==> src/rtl/fsbm_pkg.sv <==
// fsbm_pkg: shared state encoding, defaults and width helper for the block-matching sequencer
package fsbm_pkg;
  typedef enum logic [2:0] {IDLE, LOAD, SETTLE, SEARCH, DRAIN, DONE} state_t;
  localparam int WORD_W_DEF = 8;
  localparam int BLK_DIM = 4;
  function automatic int sad_width(input int word_width);
    return word_width + 4;
  endfunction
endpackage

==> src/rtl/fsbm_cand_gen.sv <==
// fsbm_cand_gen: raster displacement counter, dx inner and dy outer, both spanning [-RANGE, RANGE-1]
module fsbm_cand_gen #(
  parameter int RANGE = 8,
  parameter int VW = 5
) (
  input  logic                 clk,
  input  logic                 rst_n,
  input  logic                 clear,
  input  logic                 step,
  output logic signed [VW-1:0] dx,
  output logic signed [VW-1:0] dy,
  output logic                 last
);
  localparam logic signed [VW-1:0] LO = VW'(-RANGE);
  localparam logic signed [VW-1:0] HI = VW'(RANGE - 1);
  always_ff @(posedge clk) begin
    if (!rst_n) begin
      dx <= '0;
      dy <= '0;
    end else if (clear) begin
      dx <= LO;
      dy <= LO;
    end else if (step) begin
      dx <= dx == HI ? LO : dx + VW'(1);
      dy <= dx != HI ? dy : dy == HI ? LO : dy + VW'(1);
    end
  end
  assign last = dx == HI && dy == HI;
endmodule

==> src/rtl/fsbm_search_ctrl.sv <==
// fsbm_search_ctrl: loads a 4x4 block, issues every search candidate in raster order and keeps the best SAD
module fsbm_search_ctrl
  import fsbm_pkg::*;
#(
  parameter int WORD_WIDTH = WORD_W_DEF,
  parameter int RANGE = 8,
  parameter int SAD_WIDTH = 12,
  parameter int VW = 5
) (
  input  logic                 clk,
  input  logic                 rst_n,
  input  logic                 start,
  output logic                 busy,
  output logic                 done,
  output logic                 blk_rd_en,
  output logic [1:0]           blk_rd_row,
  output logic                 blk_en_input,
  output logic                 cand_valid,
  output logic signed [VW-1:0] cand_dx,
  output logic signed [VW-1:0] cand_dy,
  input  logic                 sad_valid,
  input  logic [SAD_WIDTH-1:0] sad,
  output logic signed [VW-1:0] best_dx,
  output logic signed [VW-1:0] best_dy,
  output logic [SAD_WIDTH-1:0] best_sad
);
  localparam int N = 4 * RANGE * RANGE;
  localparam int CW = $clog2(N) + 1;
  localparam logic signed [VW-1:0] LO = VW'(-RANGE);
  if (SAD_WIDTH < sad_width(WORD_WIDTH)) begin : g_bad_sad_width
    $error("SAD_WIDTH too small for WORD_WIDTH");
  end
  state_t state, nxt;
  logic [1:0] row;
  logic [CW-1:0] iss_cnt, rcv_cnt;
  logic signed [VW-1:0] iss_dx, iss_dy, rs_dx, rs_dy;
  logic iss_last, rs_last, start_acc, acc;
  assign start_acc = state == IDLE && start;
  assign acc = (state == SEARCH || state == DRAIN) && sad_valid && rcv_cnt != CW'(N);
  fsbm_cand_gen #(.RANGE(RANGE), .VW(VW)) u_iss (
    .clk(clk), .rst_n(rst_n), .clear(start_acc), .step(state == SEARCH),
    .dx(iss_dx), .dy(iss_dy), .last(iss_last)
  );
  // result-side twin tracks which candidate each returning SAD belongs to
  fsbm_cand_gen #(.RANGE(RANGE), .VW(VW)) u_rs (
    .clk(clk), .rst_n(rst_n), .clear(start_acc), .step(acc),
    .dx(rs_dx), .dy(rs_dy), .last(rs_last)
  );
  always_comb begin
    nxt = state;
    unique case (state)
      IDLE:    nxt = start ? LOAD : IDLE;
      LOAD:    nxt = row == 2'(BLK_DIM - 1) ? SETTLE : LOAD;
      SETTLE:  nxt = row == 2'd2 ? SEARCH : SETTLE;
      SEARCH:  nxt = iss_last ? DRAIN : SEARCH;
      DRAIN:   nxt = (acc && rs_last) || rcv_cnt == iss_cnt ? DONE : DRAIN;
      DONE:    nxt = IDLE;
      default: nxt = IDLE;
    endcase
  end
  always_ff @(posedge clk) begin
    if (!rst_n) begin
      state        <= IDLE;
      row          <= '0;
      iss_cnt      <= '0;
      rcv_cnt      <= '0;
      busy         <= 1'b0;
      done         <= 1'b0;
      blk_rd_en    <= 1'b0;
      blk_rd_row   <= '0;
      blk_en_input <= 1'b0;
      cand_valid   <= 1'b0;
      cand_dx      <= '0;
      cand_dy      <= '0;
      best_dx      <= '0;
      best_dy      <= '0;
      best_sad     <= '0;
    end else begin
      state        <= nxt;
      row          <= state == nxt ? row + 2'd1 : 2'd0;
      iss_cnt      <= start_acc ? '0 : iss_cnt + CW'(state == SEARCH);
      rcv_cnt      <= start_acc ? '0 : rcv_cnt + CW'(acc);
      busy         <= nxt != IDLE;
      done         <= nxt == DONE;
      blk_rd_en    <= state == LOAD;
      blk_rd_row   <= state == LOAD ? row : 2'd0;
      blk_en_input <= blk_rd_en;
      cand_valid   <= state == SEARCH;
      cand_dx      <= iss_dx;
      cand_dy      <= iss_dy;
      if (start_acc) begin
        best_sad <= '1;
        best_dx  <= LO;
        best_dy  <= LO;
      end else if (acc && sad < best_sad) begin
        best_sad <= sad;
        best_dx  <= rs_dx;
        best_dy  <= rs_dy;
      end
    end
  end
endmodule
==> config.mk <==
export PLATFORM = sky130hd
export DESIGN_NAME = fsbm_search_ctrl
export DESIGN_NICKNAME = d
export VERILOG_FILES = /design/src/rtl/fsbm_pkg.sv /design/src/rtl/fsbm_cand_gen.sv /design/src/rtl/fsbm_search_ctrl.sv
export SDC_FILE = /design/constraint.sdc
export NUM_CORES = 1
export LEC_CHECK = 0
export BUFFER_PORTS_ARGS = -buffer_cell sky130_fd_sc_hd__buf_2
export CAP_MARGIN = 0
export CORE_AREA = 2 2 111 113
export CTS_BUF_LIST = sky130_fd_sc_hd__clkbuf_8
export CTS_CLUSTER_SIZE = 30
export DETAILED_ROUTE_END_ITERATION = 6
export DIE_AREA = 0 0 113 115
export MAX_ROUTING_LAYER = met4
export PLACE_DENSITY = 0.5
export RECOVER_POWER = 50
export SETUP_SLACK_MARGIN = 0.4
export SKIP_CTS_REPAIR_TIMING = 1
export SYNTH_ARGS = -nofsm -noshare
export SYNTH_HDL_FRONTEND = slang
export SYNTH_HIERARCHICAL = 1
export SYNTH_SLANG_ARGS = --single-unit
==> constraint.sdc <==
create_clock -name clk -period 5.98 [get_ports clk]
set_input_delay 0.299 -clock clk [delete_from_list [all_inputs] [get_ports clk]]
set_output_delay 0.299 -clock clk [all_outputs]
set_load 0.01 [all_outputs]
==> flow_metrics.tcl, run 1 <==
set metrics [dict create \
    yosys.area.top_type_share 0.419 \
    grt_pass1_vias 2906 \
    reg_top3 "best_sad (12), iss_cnt (9), rcv_cnt (9)" \
    largest_reg_flops 12 \
    period_share 0.501 \
    row_count 40 \
    leakagePower_nw 1.87 \
    hold_class "in -> reg" \
    root_buffer "clkbuf_8" \
    rsz0062_at_grt "false" \
    post_drt_wl_per_cell_um 13.8 \
    crit_type "in -> reg" \
    area_delta_synth_final_pct 11.9 \
    cts_tree "yes" \
    top_layer_used "met4" \
    setup_viol 0 \
    drv_slew 63 \
    cp_max_fo 62 \
    clock_skew_ns 0.00950 \
    yosys.cell_types.count 50 \
    drc 1 \
    drive_gt1_frac 0.0860 \
    synthArstFlopShare 0 \
    yosysWarnings 6 \
    crit_path_start_kind "input port" \
    worst_slew_pin_slew_ns 2.32 \
    finalHoldViolations 0 \
    grt_max_degree 63 \
    routabilityCongestion 0.782 \
    antenna_found_initial 0 \
    syn-cell-area_mm2 0.00392 \
    clockBufferDepth 2 \
    cp.arrival_ns 3.28 \
    dieWidth_um 113 \
    drtPass1Iterations 6 \
    fmax_mhz 334 \
    hold_depth 3 \
    wl_met1_mm 3.99 \
    grt.total_usage 0.139 \
    synth-seq-cells 82 \
    io_pins 55 \
    clock_sinks 82 \
    critPathLaunch "rst_n" \
    wl_mm 8.42 \
    grt_pass1_wl_mm 14.2 \
    cts.clk_slew.worst_paths_ns 0.08 \
    p_per_area_mw_per_mm2 244 \
    violations "design-rule violations, max-capacitance violations, max-slew violations" \
    clkLatencyLatePin_ns 0.36 \
    synthCells 414 \
    drt-initial-drc-count 142 \
    slew_headroom -0.547 \
    stdcell_area_mm2 0.00438 \
    top_register "best_sad" \
    yosysTopAreaCell "dfxtp_1" \
    die_area_mm2 0.0130 \
    tns_ns 0 \
    avgSynthCellArea_um2 9.47 \
    status "complete, but fails checks" \
    dpl-instance-area_mm2 0.00426 \
    endpoint_kind "register" \
    cts_buffers 9 \
    h-tree-depth 3 \
    ant_nets 0 \
    reg2reg_slack_ns 3.46 \
    viasPerCell 5.01 \
    synth_top_cells_by_count "dfxtp_1, nand2_1, nor2_1" \
    core_area_mm2 0.0118 \
    synthTopCellsByArea "dfxtp_1, ha_1, mux2i_1" \
    syn-num-nets 451 \
    r2r_start "state[0]" \
    min-delay-start "sad[2]" \
    maxCapViolCount 1 \
    fin_crit_ns 2.99 \
    vias 3067 \
    hpwl_mm 5.74 \
    synthFlopType "dfxtp_1" \
    required_ns 6.27 \
    yosysMostFrequentCell "dfxtp_1" \
    wl_met3_um 532 \
    grt_overflow 0 \
    diodes 0 \
    reg2reg_depth 9 \
    io_buffers 54 \
    num-nets-final 499 \
    wl_met2_mm 3.83 \
    yosysSeqAreaShare 0.419 \
    synth_edf_count 0 \
    die_h_um 115 \
    ir_worst_vdd_v 0.000124 \
    initial_core_util 0.332 \
]
[layer usage]
metal | track usage | vias to the layer above
met5 | - | -
met4 | 0.0431 | 0
met3 | 0.0522 | 5
met2 | 0.215 | 68
met1 | 0.170 | 1449
li1 | - | 1545
[metrics by stage]
step | instances | setup WS [ns] | hold WS (ns) | util | power [mW]
final | 612 | 2.99 | 0.192 | 0.371 | 1.07
after CTS | 612 | 3.44 | 0.173 | 0.376 | 1.09
after global placement | 598 | 3.57 | 0.449 | 0.361 | 0.704
after detailed placement | 598 | 3.45 | 0.453 | 0.361 | 0.706
after floorplan | 414 | 3.95 | 0.416 | - | 0.666
after global routing | 612 | 2.51 | 0.187 | 0.371 | 1.13
[cell usage in the layout, fill, tap and decap left out, types with 9 or more instances in the layout]
| cell type | Yosys | final |
|---|---|---|
| nor2_1 | 31 | 31 |
| clkbuf_8 | 0 | 9 |
| clkbuf_1 | 11 | 40 |
| inv_1 | 15 | 17 |
| mux2i_1 | 26 | 26 |
| ha_1 | 21 | 21 |
| and2_1 | 20 | 12 |
| dfxtp_1 | 82 | 82 |
| nand3_1 | 12 | 12 |
| xor2_1 | 21 | 21 |
| o21ai_0 | 20 | 20 |
| buf_2 | 1 | 15 |
| nand4_1 | 9 | 9 |
| nand2_1 | 47 | 47 |
[final timing paths]
path,end
hold / removal,best_sad[2]
setup / recovery,best_dx[2]
setup reg to reg,rcv_cnt[6]
hold reg to reg,best_dy[0]
[final cells by class]
type,count,area [µm²]
clock buffers,9,124
clock inverters,5,50.0
fillers,1235,7430
inverters,15,56.3
multi-input cells,298,2100
flip-flops and latches,82,1640
well taps,147,184
repair buffers,56,233
[power by group]
part	total [mW]	switching, mW	internal (mW)
Sequential	0.586	0.0202	0.566
Clock	0.380	0.196	0.185
Combinational	0.103	0.0601	0.0431
[critical path, cell delays in order]
cell and delay (ns):
buf_2 0.07, clkbuf_1 1.63, nor2b_1 0.92, nand2_1 0.17
mux2i_1 0.15
[cell families (layout without fill, tap and decap cells)]
kind of cell	Yosys count	in the layout	share of synthesized area
AOI/OAI and AO/OA	58	58	0.108
xor gates and xnor gates	29	29	0.0648
adders and majority gates	21	21	0.0670
buffers and inverters	34	85	0.0463
DFF	82	82	0.419
muxes	28	28	0.0741
and+or+nand+nor	162	162	0.221
Power figures use the tool's default switching activity.
==> inputs of run 2 (changes only) <==
- ABC_AREA: default -> 1
- clock period: 5.98 -> 2.9 ns (I/O delays scaled with it)
==> flow_metrics.tcl, run 2 <==
set metrics [dict create \
    clock_skew_ns 0.0108 \
    clock_sinks 82 \
    synth_xor_area_frac 0.0270 \
    rsz0062_at_grt "false" \
    critPathTopFamily "buffers and inverters" \
    setup_viol 0 \
    synthFlopType "dfxtp_1" \
    met3_usage 0.0332 \
    area_delta_synth_final_pct 13.7 \
    cts_tree "yes" \
    synthAdderAreaFrac 0.0675 \
    yosysSeqAreaShare 0.422 \
    drc 1 \
    finalPower_mw 2.29 \
    top_register "best_sad" \
    synth-seq-cells 82 \
    avgSynthCellArea_um2 7.63 \
    antenna_found_initial 0 \
    clkLatencyLatePin_ns 0.37 \
    synthTopCellsByArea "dfxtp_1, nand2_1, inv_1" \
    root_buffer "clkbuf_8" \
    cts_buffers 9 \
    cp.arrival_ns 2.58 \
    p_per_area_mw_per_mm2 516 \
    violations "design-rule violations" \
    grt.total_usage 0.144 \
    cp_cell_sequence "nor2_1 > nand3_1 > clkbuf_1 > inv_1 > buf_4 > nor2_1 > inv_1 > nor3_1" \
    required_ns 3.19 \
    synth-simple-area-share 0.244 \
    finalNonFillerCells 722 \
    vias 3320 \
    tns_ns 0 \
    dp_cells 705 \
    cts.clk_slew.worst_paths_ns 0.09 \
    ant_nets 0 \
    final_cell_mix "nand2_1, inv_1, dfxtp_1, nor2_1, a21oi_1" \
    leakagePower_nw 1.88 \
    die_area_mm2 0.0130 \
    io_buffers 54 \
    yosysMostFrequentCell "nand2_1" \
    synth_edf_count 0 \
    core_area_mm2 0.0118 \
    dieWidth_um 113 \
    endpoint_kind "register" \
    drive_gt1_frac 0.101 \
    dpl-instance-area_mm2 0.00430 \
    synth_top_family_by_area "simple AND/OR/NAND/NOR gates" \
    worst_slew_pin_slew_ns 0.678 \
    reg_top3 "best_sad (12), iss_cnt (9), rcv_cnt (9)" \
    initial_core_util 0.330 \
    syn-cell-area_mm2 0.00389 \
    crit_type "reg -> reg" \
    syn-num-nets 547 \
    ir_worst_vdd_v 0.000219 \
    synthArstFlopShare 0 \
    drt-initial-drc-count 100 \
    synth_top_cells_by_count "nand2_1, dfxtp_1, inv_1" \
    crit_path_max_incr_delay_ns 0.52 \
    maxCapViolCount 0 \
    synth_compound_area_frac 0.131 \
    top_usage_layer "met2" \
    worst-path-buf-inv 4 \
    gr-usage-met1 0.171 \
    grt_max_degree 22 \
    grt_pass1_vias 3262 \
    use_met2 0.230 \
    yosys.cell_types.count 37 \
    slew_headroom 0.548 \
    clockBufferDepth 2 \
    drv_slew 0 \
    fmax_mhz 436 \
    cp_max_fo 14 \
    io_pins 55 \
    fin_crit_ns 2.29 \
    status "complete, but fails checks" \
    row_count 40 \
    synthCells 510 \
    hold_class "in -> reg" \
    wl_mm 8.51 \
    stdcell_area_mm2 0.00443 \
    diodes 0 \
    viasPerCell 4.60 \
    grt_pass1_wl_mm 14.4 \
    period_share 0.791 \
    post_drt_wl_per_cell_um 11.8 \
    finalHoldViolations 0 \
    num-nets-final 607 \
    grt_overflow 0 \
    synth_mux_area_frac 0 \
    h-tree-depth 3 \
    final_core_util 0.375 \
    routabilityCongestion 0.886 \
    yosysTopAreaCell "dfxtp_1" \
    hpwl_mm 6.28 \
    yosys.area.top_type_share 0.422 \
    slowest_stage "clkbuf_1" \
    yosysWarnings 6 \
    crit_path_start_kind "register" \
    die_h_um 115 \
    final_common_cell "nand2_1" \
    drtPass1Iterations 6 \
    largest_reg_flops 12 \
]
## run 2: cell count changes after synthesis, moves of 15 or more
cell | previous run | this run
nand3_1 | 12 | 27
nand2_1 | 47 | 86
xor2_1 | 21 | 4
nor2_1 | 31 | 48
a21oi_1 | 5 | 46
inv_1 | 15 | 82
and2_1 | 20 | 0
mux2i_1 | 26 | 0
## run 2: worst min-delay path, cell delays in order
cell and delay (ns):
buf_2 0.09, o21ai_1 0.06, a21oi_1 0.11
## run 2: final cells by class
cell class                      count  area [µm²]
Fill cell                        1307        7380
Clock inverter                      7        68.8
Sequential cell                    82        1640
Multi-Input combinational cell    328        1810
Tap cell                          147         184
Clock buffer                        9         124
Timing Repair Buffer               61         270
Inverter                           88         330
## run 2: routing by layer
metal,vias to the layer above,share of wire
met3,13,0.035
met1,1494,0.49
met2,51,0.46
met4,0,0.023
met5,-,0
li1,1762,-
## run 2: metrics by stage
stage / worst slack [ns] / hold slack (ns)
after floorplan: 0.861 / 0.293
after global placement: 0.562 / 0.420
after detailed placement: 0.531 / 0.430
after CTS: 0.503 / 0.0578
after global routing: 0.313 / 0.0943
final: 0.605 / 0.0702
## run 2: final timing paths
kind | startpoint | cells past startpoint | slack, ns | endpoint
hold reg to reg | blk_rd_en | 2 | 0.44 | blk_en_input
setup reg to reg | state[0] | 8 | 0.61 | u_rs/dx[2]
setup / recovery | state[0] | 8 | 0.61 | u_rs/dx[2]
hold / removal | sad[0] | 3 | 0.07 | best_sad[0]
## run 2: where the power goes
group | internal (mW) | leakage, nW | switching, mW
Sequential | 1.17 | 0.668 | 0.0308
Combinational | 0.0914 | 1.11 | 0.160
Clock | 0.398 | 0.101 | 0.439
Total | 1.66 | 1.88 | 0.630
## run 2: kinds of logic (layout without fill, tap and decap cells)
| kind of cell | after synthesis | after routing |
|---|---|---|
| simple gates | 202 | 202 |
| buf+inv | 100 | 165 |
| compound gates | 93 | 93 |
| flops | 82 | 82 |
| fa+ha+maj | 21 | 21 |
| xor+xnor | 12 | 12 |
==> inputs of run 3 (changes only) <==
- PLACE_DENSITY: 0.5 -> 0.52
- clock period: 2.9 -> 2 ns (I/O delays scaled with it)
==> flow_metrics.tcl, run 3 (synthesis results as in run 2) <==
set metrics [dict create \
    reg_top3 "best_sad (12), iss_cnt (9), rcv_cnt (9)" \
    ant_nets 0 \
    io_pins 55 \
    min-delay-start "sad[5]" \
    largest_reg_flops 12 \
    endpoint_kind "register" \
    pwr-share-comb 0.130 \
    drv_slew 0 \
    switchingPower_uw 967 \
    finalNonFillerCells 750 \
    clock_sinks 82 \
    cp.arrival_ns 2.14 \
    violations "design-rule violations" \
    grt_max_degree 22 \
    p_sw_frac 0.284 \
    required_ns 2.25 \
    cts_tree "yes" \
    grt_overflow 0 \
    crit_path_max_incr_delay_ns 0.37 \
    cts_buffers 9 \
    preCtsSetupSlack_ns -0.00246 \
    hold_class "in -> reg" \
    hpwl_mm 6.54 \
    pwr-share-clk 0.359 \
    rsz0062_at_grt "true" \
    cts.clk_slew.worst_paths_ns 0.08 \
    antenna_found_initial 0 \
    routabilityCongestion 0.866 \
    share_seq_of_total_power 0.511 \
    final_core_util 0.426 \
    drtPass1Iterations 6 \
    period_share 0.944 \
    row_count 40 \
    crit_type "reg -> reg" \
    slowest_stage "dfxtp_4" \
    r2r_start "state[1]" \
    n_fill_cell 1230 \
    setup_viol 0 \
    maxCapViolCount 0 \
    cp_max_fo 3 \
    clock_skew_ns 0.00949 \
    root_buffer "clkbuf_8" \
    slew_headroom 0.748 \
    fmax_mhz 530 \
    worst_slack_ns 0.111 \
    initial_core_util 0.330 \
    diodes 0 \
    area_delta_synth_final_pct 29.2 \
    num-nets-final 635 \
    drt-initial-drc-count 95 \
    clkLatencyLatePin_ns 0.38 \
    tns_ns 0 \
    clockBufferDepth 2 \
    finalHoldViolations 0 \
    wl_mm 9.38 \
    core_area_mm2 0.0118 \
    worst_slew_pin_slew_ns 0.375 \
    crit_path_start_kind "register" \
    dpl-instance-area_mm2 0.00451 \
    dieWidth_um 113 \
    status "complete, but fails checks" \
    die_h_um 115 \
    p_int_mw 2.44 \
    critPathLaunch "state[1]" \
    drive_gt1_frac 0.265 \
    grt_pass1_vias 3170 \
    p_per_area_mw_per_mm2 678 \
    grt_pass1_wl_mm 14.4 \
    leakagePower_nw 2.12 \
    h-tree-depth 3 \
    dp_cells 716 \
    fin_crit_ns 1.89 \
    top_register "best_sad" \
    ir_worst_vdd_v 0.000355 \
    final_cell_mix "inv_1, dfxtp_1, nand2_1, nor2_1, a21oi_1" \
    drc 2 \
    io_buffers 54 \
    stdcell_area_mm2 0.00503 \
    post_drt_wl_per_cell_um 12.5 \
    viasPerCell 4.67 \
    grt.total_usage 0.144 \
    vias 3504 \
    die_area_mm2 0.0130 \
    cp_cell_sequence "nor2_4 > nand2_2 > a21boi_2 > and2_4 > ha_4 > ha_4 > nand2_4 > nor2_4 > and3_4 > nand2_2 > o21ai_2 > a21oi_1" \
]
[run 3: worst max-delay path: cells and delay by family, from the launching register on]
family | cells | cell delay [ns]
AND/OR/NAND/NOR | 7 | 0.76
AO/OA/AOI/OAI | 3 | 0.37
flip-flops | 1 | 0.37
adder cells (fa/ha/maj) | 2 | 0.27
[run 3: worst paths after layout]
check | endpoint | slack [ns] | depth (start not counted)
worst max register to register | rcv_cnt[8] | 0.11 | 12
worst max-delay path | rcv_cnt[8] | 0.11 | 12
worst min-delay path | best_sad[5] | 0.03 | 3
worst min register to register | blk_en_input | 0.44 | 2
[run 3: area by class of cell]
class	instances	area [µm²]	area share
flip-flops and latches	82	1650	0.328
multi-input cells	329	2150	0.427
clock buffers	9	124	0.0246
well taps	147	184	0.0365
inverters	88	334	0.0664
repair buffers	88	520	0.103
clock inverters	7	68.8	0.0137
[run 3: metrics by stage]
step	hold WS [ns]	power [mW]
global route	0.0462	3.60
CTS	0.0168	3.42
finish	0.0337	3.41
global placement	0.395	2.17
floorplan	0.248	2.04
detailed placement	0.414	2.18
[run 3: metal layers]
| metal | wire [µm] | part of all wire | track usage |
|---|---|---|---|
| met5 | 0 | 0 | - |
| met3 | 436 | 0.046 | 0.0395 |
| met1 | 4440 | 0.47 | 0.175 |
| met4 | 194 | 0.021 | 0.0691 |
| met2 | 4310 | 0.46 | 0.222 |
[run 3: power by group through the flow]
stage	Combinational, mW	Sequential, mW	Clock [mW]
5_1_grt	0.498	1.75	1.35
3_5_place_dp	0.396	1.78	0
6_report	0.442	1.74	1.23
3_3_place_gp	0.390	1.78	0
2_1_floorplan	0.251	1.79	0
4_1_cts	0.398	1.75	1.27
